[src/rtl/hazard_scoreboard.sv]
// rtl/hazard_scoreboard.sv - load-use/RAW hazard scoreboard with EX operand forward selects
//
// Purpose: tracks register writers in flight from EX (stage 0) to WB (stage
//   NUM_STAGES-1), stalls decode when a source operand cannot yet be bypassed,
//   flushes IF/ID on a redirect, and produces registered forward selects for
//   the instruction entering EX.
// Optional feature macro: HAZARD_FWD_EN
//   defined     - operands are bypassed from the youngest producer; stall only
//                 when that producer's result is not ready yet.
//   not defined - no bypass; fwd_sel_o is tied 0 and decode stalls while any
//                 producer of a source sits ahead of WB.
// Ports:
//   clk_i          clock, rising edge
//   reset_i        asynchronous active-low reset
//   id_valid_i     decode slot holds a real instruction
//   id_rs_i        packed source indices, src j at [j*REG_ADDR_W +: REG_ADDR_W]
//   id_rs_used_i   src j is actually read
//   id_rd_i        decode destination index
//   id_regwrite_i  decode instruction writes rd
//   id_is_load_i   decode instruction is a load
//   redirect_i     taken branch/jump resolved in EX this cycle
//   stall_o        hold PC and IF/ID, bubble into EX
//   flush_o        squash IF/ID
//   fwd_sel_o      per-source EX operand select: 0=regfile, k=stage k result
//   stage_valid_o  tracked-entry valid per stage
//   stall_cnt_o    saturating count of stall cycles
module hazard_scoreboard #(
  parameter int NUM_STAGES       = 3,
  parameter int REG_ADDR_W       = 5,
  parameter int NUM_SRC          = 2,
  parameter int LOAD_READY_STAGE = 1,
  localparam int SEL_W           = $clog2(NUM_STAGES)
) (
  input  logic                          clk_i,
  input  logic                          reset_i,
  input  logic                          id_valid_i,
  input  logic [NUM_SRC*REG_ADDR_W-1:0] id_rs_i,
  input  logic [NUM_SRC-1:0]            id_rs_used_i,
  input  logic [REG_ADDR_W-1:0]         id_rd_i,
  input  logic                          id_regwrite_i,
  input  logic                          id_is_load_i,
  input  logic                          redirect_i,
  output logic                          stall_o,
  output logic                          flush_o,
  output logic [NUM_SRC*SEL_W-1:0]      fwd_sel_o,
  output logic [NUM_STAGES-1:0]         stage_valid_o,
  output logic [15:0]                   stall_cnt_o
);

  // Destination index is only needed ahead of WB, since WB writers are
  // never matched (the regfile supplies same-cycle write data).
  logic [NUM_STAGES-1:0]                  valid_q;
  logic [NUM_STAGES-2:0][REG_ADDR_W-1:0]  rd_q;
  logic [15:0]                            cnt_q;

  logic [NUM_SRC-1:0]                     hit;
  logic                                   hazard;
  logic                                   insert;

`ifdef HAZARD_FWD_EN
  logic [NUM_STAGES-2:0]                  load_q;
  logic [NUM_SRC-1:0][SEL_W-1:0]          sel_q;
  logic [NUM_SRC-1:0][SEL_W-1:0]          hit_sel;
  logic [NUM_SRC-1:0]                     src_haz;
`else
  logic                                   unused_load;
  assign unused_load = id_is_load_i;
`endif

  // Producer search: scan oldest to youngest so the youngest match is the
  // last assignment and wins.
  always_comb begin
    hit = '0;
`ifdef HAZARD_FWD_EN
    hit_sel = '0;
    src_haz = '0;
`endif
    for (int j = 0; j < NUM_SRC; j++) begin
      for (int k = NUM_STAGES - 2; k >= 0; k--) begin
        if (id_valid_i && id_rs_used_i[j] && valid_q[k] &&
            (rd_q[k] != '0) &&
            (rd_q[k] == id_rs_i[j*REG_ADDR_W +: REG_ADDR_W])) begin
          hit[j] = 1'b1;
`ifdef HAZARD_FWD_EN
          hit_sel[j] = SEL_W'(k + 1);
          // Result exists at the end of its ready stage; it can be bypassed
          // only once the producer has moved past that stage.
          src_haz[j] = ((k + 1) <= (load_q[k] ? LOAD_READY_STAGE : 0));
`endif
        end
      end
    end
`ifdef HAZARD_FWD_EN
    hazard = |src_haz;
`else
    hazard = |hit;
`endif
  end

  // Gate with reset so both strobes read 0 while reset is held.
  assign stall_o = hazard & ~redirect_i & reset_i;
  assign flush_o = redirect_i & reset_i;
  assign insert  = id_valid_i & ~stall_o & ~redirect_i;

  always_ff @(posedge clk_i or negedge reset_i) begin
    if (!reset_i) begin
      valid_q <= '0;
      rd_q    <= '0;
      cnt_q   <= '0;
`ifdef HAZARD_FWD_EN
      load_q  <= '0;
      sel_q   <= '0;
`endif
    end else begin
      for (int k = 1; k < NUM_STAGES; k++) begin
        valid_q[k] <= valid_q[k-1];
      end
      for (int k = 1; k < NUM_STAGES - 1; k++) begin
        rd_q[k] <= rd_q[k-1];
      end
      // A write to x0 is not a real producer, so it never occupies a slot.
      valid_q[0] <= insert & id_regwrite_i & (id_rd_i != '0);
      rd_q[0]    <= id_rd_i;
`ifdef HAZARD_FWD_EN
      for (int k = 1; k < NUM_STAGES - 1; k++) begin
        load_q[k] <= load_q[k-1];
      end
      load_q[0] <= id_is_load_i;
      // Select follows the instruction into EX; a bubble forwards nothing.
      sel_q     <= insert ? hit_sel : '0;
`endif
      if (stall_o && (cnt_q != 16'hFFFF)) begin
        cnt_q <= cnt_q + 16'd1;
      end
    end
  end

`ifdef HAZARD_FWD_EN
  assign fwd_sel_o = sel_q;
`else
  assign fwd_sel_o = '0;
`endif
  assign stage_valid_o = valid_q;
  assign stall_cnt_o   = cnt_q;

endmodule

[config.mk]
export PLATFORM = sky130hd
export DESIGN_NAME = hazard_scoreboard
export DESIGN_NICKNAME = d
export VERILOG_FILES = /design/src/rtl/hazard_scoreboard.sv
export SDC_FILE = /design/constraint.sdc
export NUM_CORES = 1
export LEC_CHECK = 0
export CORE_MARGIN = 1
export CORE_UTILIZATION = 35
export DETAILED_ROUTE_END_ITERATION = 7
export PLACE_DENSITY = 0.74
export SYNTH_ARGS = -nofsm -noshare
export SYNTH_HDL_FRONTEND = slang
export SYNTH_SLANG_ARGS = --single-unit
[constraint.sdc]
create_clock -name clk_i -period 1.9 [get_ports clk_i]
set_clock_uncertainty 0.05 [all_clocks]
set_input_delay 0.285 -clock clk_i [delete_from_list [all_inputs] [get_ports clk_i]]
set_output_delay 0.285 -clock clk_i [all_outputs]
set_load 0.005 [all_outputs]
==> metrics.txt, run 1 <==
status=finished with violations; failing checks=setup timing; Finished Cell Area=2380 sq um; Max VDD drop=0.0003710 V; CP max stage delay=0.43 ns; Combinational Power Share=0.141; Clk pwr share=0.374; leakage=1.083 nW; CP cell instances=xor2_1 > nor4_2 > a22oi_2 > o22ai_4 > and3_4 > buf_6; vias=1277; Clock Pin Slew Worst Setup and Hold Paths=0.06 ns; mapped cell area=1498 sq um; CP Launch Type=flip-flop; Critical Path RT=1.56 ns; Synth Register Bits=29; detailed placer's ending HPWL=2.943 mm; Fillers=338; Top Ports=48; initial antenna violation count=0; PD cells=567.0 nW/um^2; Seq pwr share=0.485; DR pass1 iterations=4; die area=4545 sq um; Clock Root Buffer=clkbuf_8; clock buffer count from CTS=5; layout cells sized above 1=0.3077; die height=67.42 um; core region area=4058 sq um; hold_buf cts=0; fin nets=232; Tot GR Track Use=0.1895; residual DRC count=0; Worst Path Arrival=1.79 ns; Syn Area/Cell=11.43 sq um; post-route ant nets=0; Setup-failing EPs final=17; Synth Warn #=0; fmax=469.9 MHz; commonest cells after routing, fill and taps aside=clkdlybuf4s50_1 (37), xor2_1 (29), buf_4 (28), dfrtp_1 (28); Top FF cell, synth=dfrtp_1; clk sink count=29; Avg Vias per Cell=4.950; final WL=3.923 mm; port bufs=42; number of global-route vias before repair=1343; area delta synth->final=58.90%; worst slack, placed=-0.7677 ns; Post-synth EDFFs=0; Hold Path Class=primary input to async pin; largest net degree at the start of global routing=15; DR WL/cell=15.21 um; CP max stage cell=dfrtp_1; count of pins over their slew limit=0; top cell family by delay on the critical path=simple AND/OR/NAND/NOR gates; CTS tree=built; maximum clock insertion buffer count=2; setup ws final=-0.2281 ns; initial drt markers=28; post-placement cell area=2142 sq um; RSZ-0062 raised after global routing=true; Clock Latency Late Sink=0.28 ns; Die X-Extent=67.42 um; Crit Path Class=flip-flop to output pin; Async SR Flop Fraction=1.000; global-route wire length before repair=6.203 mm; Core Rows=23; CP endpoint kind=output pin; Overflow after GRT=0; antenna cell count=0; Worst Max-Slew Pin Slew=0.6148 ns; final hold vios=0; distinct cell type count after synthesis=31; max_cap viols=0; Crit path buffers/inverters=1; Switching Fraction=0.2402; Slew HR=0.5884; crit path max fanout=3; post-synthesis cell count=131; Sw Pwr=0.0003241 W; most common cell after layout, fill and taps aside=clkdlybuf4s50_1; post-layout minimum cycle time=2.128 ns; register area share after synthesis=0.4845; H-tree lvl count=2; Pint=0.001025 W; Final GP Congestion=0.8499; fraction of the cycle the final worst path needs=1.120; Starting Density=0.3691
-- flip-flops by register name, summed over array words and instances (netlist names) --
| name | cells |
|---|---|
| rd_q | 10 |
| stall_cnt_o | 16 |
| stage_valid_o | 3 |
-- cells in the mapped netlist, drive strengths merged (2+ instances only) --
library cell   n  area, sq um
xor2          31        271.5
dfrtp         29        725.7
nand2          9        41.29
nand3          8        45.04
nor2           8        30.03
nor3           8        65.06
buf            5        41.29
nor4           5        43.79
and4           3        26.28
or4            3        22.52
xnor2          3        26.28
a22oi          2        15.01
and2           2        12.51
nand4          2        12.51
o21ai          2        17.52
-- cells by family after synthesis --
group | share of synthesized area
and+or+nand+nor | 0.2197
DFF | 0.4845
other | 0.002504
muxes | 0.007518
adders and majority gates | 0.008353
AOI/OAI and AO/OA | 0.04845
buffers and inverters | 0.03007
xor gates and xnor gates | 0.1988
-- area by class of cell --
| cell class | count | area (sq um) | area share |
|---|---|---|---|
| multi-input combinational | 100 | 862.1 | 0.3623 |
| sequential | 29 | 726.9 | 0.3055 |
| timing repair buffer | 71 | 638.1 | 0.2681 |
| clock buffer | 7 | 86.33 | 0.03628 |
| tap | 50 | 62.56 | 0.02629 |
| inverter | 1 | 3.754 | 0.001577 |
-- per-layer routing --
layer / vias up / wire [um] / global-route usage
met1: 617 / 1576 / 0.2034
met5: - / 0 / 0
li1: 597 / - / -
met4: 0 / 60 / 0.07447
met2: 56 / 2077 / 0.3575
met3: 7 / 209 / 0.03885
-- power groups by stage --
stage	clock (W)	sequential, W	combinational, W
final	0.000505	0.000655	0.000190
after CTS	0.000517	0.000654	0.000187
after global placement	0	0.000663	0.000159
after detailed placement	0	0.000665	0.000165
after global routing	0.000546	0.000656	0.000205
after floorplan	0	0.000663	0.0000548
-- per-stage QoR --
stage | util | hold slack (ns) | power [W] | std cells | TNS [ns]
2_1_floorplan | - | -0.06059 | 0.0007178 | 134 | -0.01173
3_3_place_gp | 0.5279 | 0.3618 | 0.0008224 | 246 | -6.226
3_5_place_dp | 0.5279 | 0.3599 | 0.0008296 | 246 | -8.809
4_1_cts | 0.5843 | 0.3829 | 0.001359 | 258 | -1.560
5_1_grt | 0.5865 | 0.4087 | 0.001408 | 258 | -3.277
6_report | 0.5865 | 0.3927 | 0.001349 | 258 | -1.472
-- worst paths after layout --
check | from | depth (start not counted) | slack (ns) | endpoint
worst max-delay path | rd_q[7] | 6 | -0.23 | stall_o
min in group clk_i | rd_q[2] | 0 | 0.39 | rd_q[7]
worst min-delay path | reset_i | 2 | 0.39 | stall_cnt_o[13]
worst min register to register | rd_q[2] | 0 | 0.39 | rd_q[7]
worst max register to register | rd_q[7] | 8 | -0.15 | stall_cnt_o[15]
max in group asynchronous | reset_i | 2 | 1.16 | rd_q[3]
-- timing repair --
item,4_1_cts,5_1_grt
cloned,1,0
gates resized for setup,27,1
pin swaps,16,2
setup buffers,5,0
endpoints found under the setup margin,17,18
(Power assumes the default switching activity.)
==> inputs of run 2 (changes only) <==
--- a/config.mk
+++ b/config.mk
@@ -5,10 +5,13 @@
 export SDC_FILE = /design/constraint.sdc
 export NUM_CORES = 1
 export LEC_CHECK = 0
+export CELL_PAD_IN_SITES_DETAIL_PLACEMENT = 0
+export CELL_PAD_IN_SITES_GLOBAL_PLACEMENT = 2
 export CORE_MARGIN = 1
-export CORE_UTILIZATION = 35
+export CORE_UTILIZATION = 26
 export DETAILED_ROUTE_END_ITERATION = 7
-export PLACE_DENSITY = 0.74
+export HOLD_SLACK_MARGIN = 0.06
+export PLACE_DENSITY = 0.84
 export SYNTH_ARGS = -nofsm -noshare
 export SYNTH_HDL_FRONTEND = slang
 export SYNTH_SLANG_ARGS = --single-unit
==> run 2 against run 1 <==
Compared with the run above: the flow still finishes with violations (setup timing); routed wire length grew 2.4%; first-iteration DRC count shrank 68%; power grew 19%; worst hold slack gained 0.0028 ns; global-route usage shrank 5.1 points; register-to-register slack is essentially flat; via count grew 0.55%; largest power group is now the clock network.
==> metrics.txt, run 2 (synthesis results as in run 1) <==
final hold vios=0 (unchanged); initial antenna violation count=0 (unchanged); Setup-failing EPs final=13 (-4); Combinational Power Share=0.116 (-0.025); CTS tree=built; Hold Path Class=primary input to async pin; most common cell after layout, fill and taps aside=clkdlybuf4s50_1; Tot GR Track Use=0.1385 (-0.05096); die height=77.90 um (+16%); reg-to-reg startpoint=rd_q[3]; max reg flops=16 (unchanged); initial drt markers=9 (-68%); fraction of the cycle the final worst path needs=1.128 (+0.008212); commonest cells after routing, fill and taps aside=clkdlybuf4s50_1 (35), xor2_1 (31), buf_4 (30); Worst Path Arrival=1.81 ns (+0.02 ns); layout cells sized above 1=0.3532 (+0.04552); register area=725.7 sq um (-0.17%); port bufs=42 (unchanged); # placed instances=271 (+10%); die area=6068 sq um (+34%); Clock Pin Slew Worst Setup and Hold Paths=0.07 ns (about the same); setup ws final=-0.2437 ns (-0.01560 ns); RSZ-0062 raised after global routing=true; max_cap viols=0 (unchanged); antenna cell count=0 (unchanged); area delta synth->final=74.19%; Clock Latency Late Sink=0.29 ns (about the same); CP endpoint kind=output pin; Clock Root Buffer=clkbuf_8; core region area=5540 sq um (+37%); H-tree lvl count=2 (unchanged); detailed placer's ending HPWL=2.695 mm (-8.4%); post-layout minimum cycle time=2.144 ns (+0.01560 ns); DR WL/cell=13.86 um (-8.9%); largest net degree at the start of global routing=19 (+4); Avg Vias per Cell=4.428 (-11%); reg2reg path depth=9 (+1); Critical Path RT=1.56 ns (about the same); Core Rows=27 (+17%); CP max stage delay=0.56 ns (+0.13 ns); fmax=466.5 MHz (-0.73%); fin nets=241 (+3.9%); number of global-route vias before repair=1364 (+1.6%); Sw Pwr=0.0003432 W (+5.9%); worst reg2reg endpoint=stall_cnt_o[15]; maximum clock insertion buffer count=2 (unchanged); Fillers=511 (+51%); Seq pwr share=0.407 (-0.078); Starting Density=0.2703 (-0.09878); CP max stage cell=or4_4; final WL=4.018 mm (+2.4%); global-route wire length before repair=6.368 mm (+2.7%); Pint=0.001259 W (+23%); CP cell instances=or4_4 > o21ai_4 > o22ai_4 > and3_4 > buf_6; CP Launch Type=flip-flop; Switching Fraction=0.2143 (-0.02592); status=finished with violations; Crit path buffers/inverters=1 (unchanged); Max VDD drop=0.0003459 V (-6.8%); FF-to-FF setup slack=-0.14 ns (about the same); clock buffer count from CTS=5 (unchanged); DR pass1 iterations=5 (+1); top cell family by delay on the critical path=simple AND/OR/NAND/NOR gates; Final Non-Filler Cells=290 (+12%); failing checks=setup timing; multi-input logic area=913.4 sq um (+6.0%); crit path max fanout=3 (unchanged); count of pins over their slew limit=0 (unchanged); PD cells=614.0 nW/um^2 (+8.3%); Final GP Congestion=0.7581 (-11%); Clk pwr share=0.477 (+0.103); residual DRC count=0 (unchanged); Top Ports=48 (unchanged); leakage=1.260 nW (+16%); Crit Path Class=flip-flop to output pin; Final Util=0.4709 (-0.1156); Overflow after GRT=0 (unchanged); post-route ant nets=0 (unchanged); Die X-Extent=77.90 um (+16%); clk sink count=29 (unchanged); vias=1284 (+0.55%)
-- run 2: cell types whose count changed in the layout (fill, tap and decap cells not counted), moves of 3 or more --
cell | before | now
nor3_4 | 1 | 7
nor2_1 | 8 | 5
nor3_2 | 6 | 0
buf_6 | 2 | 8
-- run 2: final cells by class --
type	count	share of cell area
clock inverter	3	0.02494
clock buffer	5	0.02638
tap	72	0.03453
timing repair buffer	80	0.2844
inverter	1	0.001439
sequential	29	0.2782
multi-input combinational	100	0.3501
-- run 2: worst max-delay path by stage --
stage                     from              to  slack (ns)  cells past startpoint
CTS                    rd_q[6]         stall_o       -0.26                      5
floorplan              rd_q[3]  stall_cnt_o[1]       -0.01                      6
global route           rd_q[6]         stall_o       -0.33                      6
detailed placement  id_rs_i[4]         stall_o       -0.65                      7
global placement    id_rs_i[9]         stall_o       -0.66                      7
finish                 rd_q[5]         stall_o       -0.24                      5
-- run 2: worst register-to-register path: stages (launching register included) --
cell	delay, ns
dfrtp_1	0.43
buf_4	0.16
xor2_1	0.16
nor4_2	0.18
a22oi_2	0.14
o22ai_4	0.13
buf_6	0.17
nand2_8	0.10
nor4_4	0.30
xor2_1	0.16
-- run 2: routing by layer --
| metal | track usage | vias to the layer above | wire length [um] |
|---|---|---|---|
| met1 | 0.1717 | 614 | 1787 |
| li1 | - | 622 | - |
| met4 | 0.05556 | 0 | 70 |
| met3 | 0.04235 | 8 | 265 |
| met2 | 0.2239 | 40 | 1894 |
| met5 | 0 | - | 0 |
-- run 2: power groups by stage --
stage | combinational (W) | clock, W | sequential, W
6_report | 0.000186 | 0.000763 | 0.000652
5_1_grt | 0.000203 | 0.000807 | 0.000654
4_1_cts | 0.000174 | 0.000775 | 0.000652
3_5_place_dp | 0.000166 | 0 | 0.000663
3_3_place_gp | 0.000166 | 0 | 0.000663
2_1_floorplan | 0.0000548 | 0 | 0.000663
-- run 2: timing repair --
action                     4_1_cts  5_1_grt
pin swaps                       15       14
resized for setup               33       14
hold buffers                     0        0
cloned                           1        0
buffers inserted                 5        6
setup endpoints to repair       15       18
-- run 2: metrics by stage --
stage	hold WS [ns]	total power (W)	worst slack [ns]	setup TNS, ns	area [sq um]
after detailed placement	0.3597	0.0008285	-0.6531	-6.486	2192
after CTS	0.3894	0.001601	-0.2575	-2.389	2510
final	0.3956	0.001602	-0.2437	-1.022	2609
after floorplan	-0.06059	0.0007178	-0.01173	-0.01173	1513
after global routing	0.4069	0.001664	-0.3276	-2.869	2609
after global placement	0.3635	0.0008285	-0.6569	-6.513	2192
==> inputs of run 3 (changes only) <==
--- a/config.mk
+++ b/config.mk
@@ -11,7 +11,7 @@
 export CORE_UTILIZATION = 26
 export DETAILED_ROUTE_END_ITERATION = 7
 export HOLD_SLACK_MARGIN = 0.06
-export PLACE_DENSITY = 0.84
+export PLACE_DENSITY = 0.83
 export SYNTH_ARGS = -nofsm -noshare
 export SYNTH_HDL_FRONTEND = slang
 export SYNTH_SLANG_ARGS = --single-unit
==> run 3 against run 2 <==
Compared with the run above: the flow still finishes with violations (setup timing); worst hold slack lost 0.029 ns; non-clock buffer count shrank 6; cell area is 4.1% lower; largest power group is now sequential cells.
==> metrics.txt, run 3 (synthesis results as in run 1) <==
status=finished with violations; failing checks=setup timing; hold_buf cts=0 (unchanged); reg2reg path depth=9 (unchanged); layout cells sized above 1=0.3349 (-0.01831); Hold Path Class=primary input to async pin; area delta synth->final=67.08%; residual DRC count=0 (unchanged); worst slack, placed=-0.6998 ns (-0.04666 ns); reg-to-reg startpoint=rd_q[9]; Hold WS=0.3666 ns (-0.02896 ns); post-route ant nets=0 (unchanged); FF-to-FF setup slack=-0.25 ns (-0.11 ns); H-tree lvl count=2 (unchanged); number of global-route vias before repair=1312 (-3.8%); initial antenna violation count=0 (unchanged); Fillers=558 (+9.2%); CP endpoint kind=output pin; Critical Path RT=1.56 ns (about the same); CP Launch Type=flip-flop; Top Ports=48 (unchanged); CP max stage cell=dfrtp_1; Top Metal Used=met4; Clock Latency Late Sink=0.29 ns (about the same); antenna cell count=0 (unchanged); fraction of the cycle the final worst path needs=1.149 (+0.02069); Die X-Extent=77.90 um (unchanged); max reg flops=16 (unchanged); Crit Path Class=flip-flop to output pin; Max VDD drop=0.0003195 V (-7.6%); commonest cells after routing, fill and taps aside=clkdlybuf4s50_1 (35), xor2_1 (31), buf_4 (29); # placed instances=271 (unchanged); Overflow after GRT=0 (unchanged); port bufs=42 (unchanged); post-layout minimum cycle time=2.183 ns (+0.03930 ns); Met1 Wirelength=1.836 mm (+2.7%); Clock Root Buffer=clkbuf_8; leakage=1.221 nW (-3.1%); clock buffer count from CTS=5 (unchanged); Final GP Congestion=0.7530 (-0.67%); vias=1256 (-2.2%); RSZ-0062 raised after global routing=true; fmax=458.1 MHz (-1.8%); final hold vios=0 (unchanged); Worst Max-Slew Pin Slew=0.6820 ns; clk sink count=29 (unchanged); Clock Pin Slew Worst Setup and Hold Paths=0.07 ns (about the same); die height=77.90 um (unchanged); critical path startpoint=rd_q[9]; fin nets=235 (-2.5%); Setup-failing EPs final=17 (+4); max_cap viols=0 (unchanged); Starting Density=0.2703 (unchanged); worst reg2reg endpoint=stall_cnt_o[15]; CTS tree=built; global-route wire length before repair=6.506 mm (+2.2%); die area=6068 sq um (unchanged); Core Rows=27 (unchanged); final WL=3.903 mm (-2.9%); DR pass1 iterations=3 (-2); Worst Path Arrival=1.85 ns (+0.04 ns); count of pins over their slew limit=0 (unchanged); most common cell after layout, fill and taps aside=clkdlybuf4s50_1; PD cells=559.5 nW/um^2 (-8.9%); detailed placer's ending HPWL=2.763 mm (+2.5%); initial drt markers=17 (+8); Slew HR=0.5433; largest net degree at the start of global routing=18 (-1); Final Non-Filler Cells=284 (-2.1%); DR WL/cell=13.74 um (-0.81%); DR WL met3=185 um (-30%); CP max stage delay=0.41 ns (-0.15 ns); core region area=5540 sq um (unchanged); setup ws final=-0.2830 ns (-0.03930 ns); maximum clock insertion buffer count=2 (unchanged); crit path max fanout=3 (unchanged); Tot GR Track Use=0.1422 (+0.003722); met2 wire length=1.822 mm (-3.8%); Avg Vias per Cell=4.423 (-0.11%); CP cell instances=xor2_1 > nor4_2 > a22oi_2 > o22ai_4 > and3_4 > buf_6
run 3: cell types whose count changed in the layout (fill, tap and decap cells not counted), moves of 2 or more:
cell       change
buf_6          -5
bufinv_16      -2
clkbuf_8       +2
nor4_1         +2
nor4_2         -2
run 3: critical path, delay by kind of cell (launching register included):
kind                      cells  cell delay [ns]
and+or+nand+nor               2             0.59
AOI/OAI and AO/OA             2             0.29
DFF                           1             0.41
xor gates and xnor gates      1             0.18
buffers and inverters         1             0.09
run 3: worst max-delay path by stage:
stage / end / slack (ns) / depth (start not counted)
2_1_floorplan: stall_cnt_o[1] / -0.01 / 6
3_3_place_gp: stall_o / -0.66 / 7
3_5_place_dp: stall_o / -0.70 / 7
4_1_cts: stall_o / -0.26 / 5
5_1_grt: stall_cnt_o[15] / -0.35 / 9
6_report: stall_o / -0.28 / 6
run 3: layout make-up:
type                    instances  area, sq um  area share
repair buffers                 74        676.9      0.2705
multi-input cells             100        903.4      0.3610
clock inverters                 1        5.005    0.002000
flip-flops and latches         29        726.9      0.2905
clock buffers                   7        96.34     0.03850
well taps                      72        90.09     0.03600
inverters                       1        3.754    0.001500
run 3: power by group:
| part | total [W] | switching [W] | internal, W |
|---|---|---|---|
| clock network | 0.000568 | 0.000241 | 0.000327 |
| registers | 0.000651 | 0.0000165 | 0.000635 |
| logic | 0.000181 | 0.0000803 | 0.000101 |
| total | 0.00140 | 0.000338 | 0.00106 |
run 3: per-stage QoR:
stage,area (sq um),total power [W],utilization,TNS (ns)
3_3_place_gp,2192,0.0008301,0.3957,-6.586
2_1_floorplan,1513,0.0007178,-,-0.01173
6_report,2502,0.001400,0.4517,-2.708
5_1_grt,2502,0.001467,0.4517,-4.539
4_1_cts,2379,0.001407,0.4293,-1.367
3_5_place_dp,2192,0.0008309,0.3957,-7.398
run 3: per-layer routing:
layer  GRT usage  vias to the layer above
met5           0                        -
met4     0.05556                        0
met3     0.03294                        6
met2      0.2257                       37
met1      0.1867                      601
li1            -                      612
run 3: timing repair:
item	CTS	global route
resized for setup	20	23
gates cloned	1	0
setup buffers	4	2
pin swaps	15	13
endpoints found under the setup margin	15	19
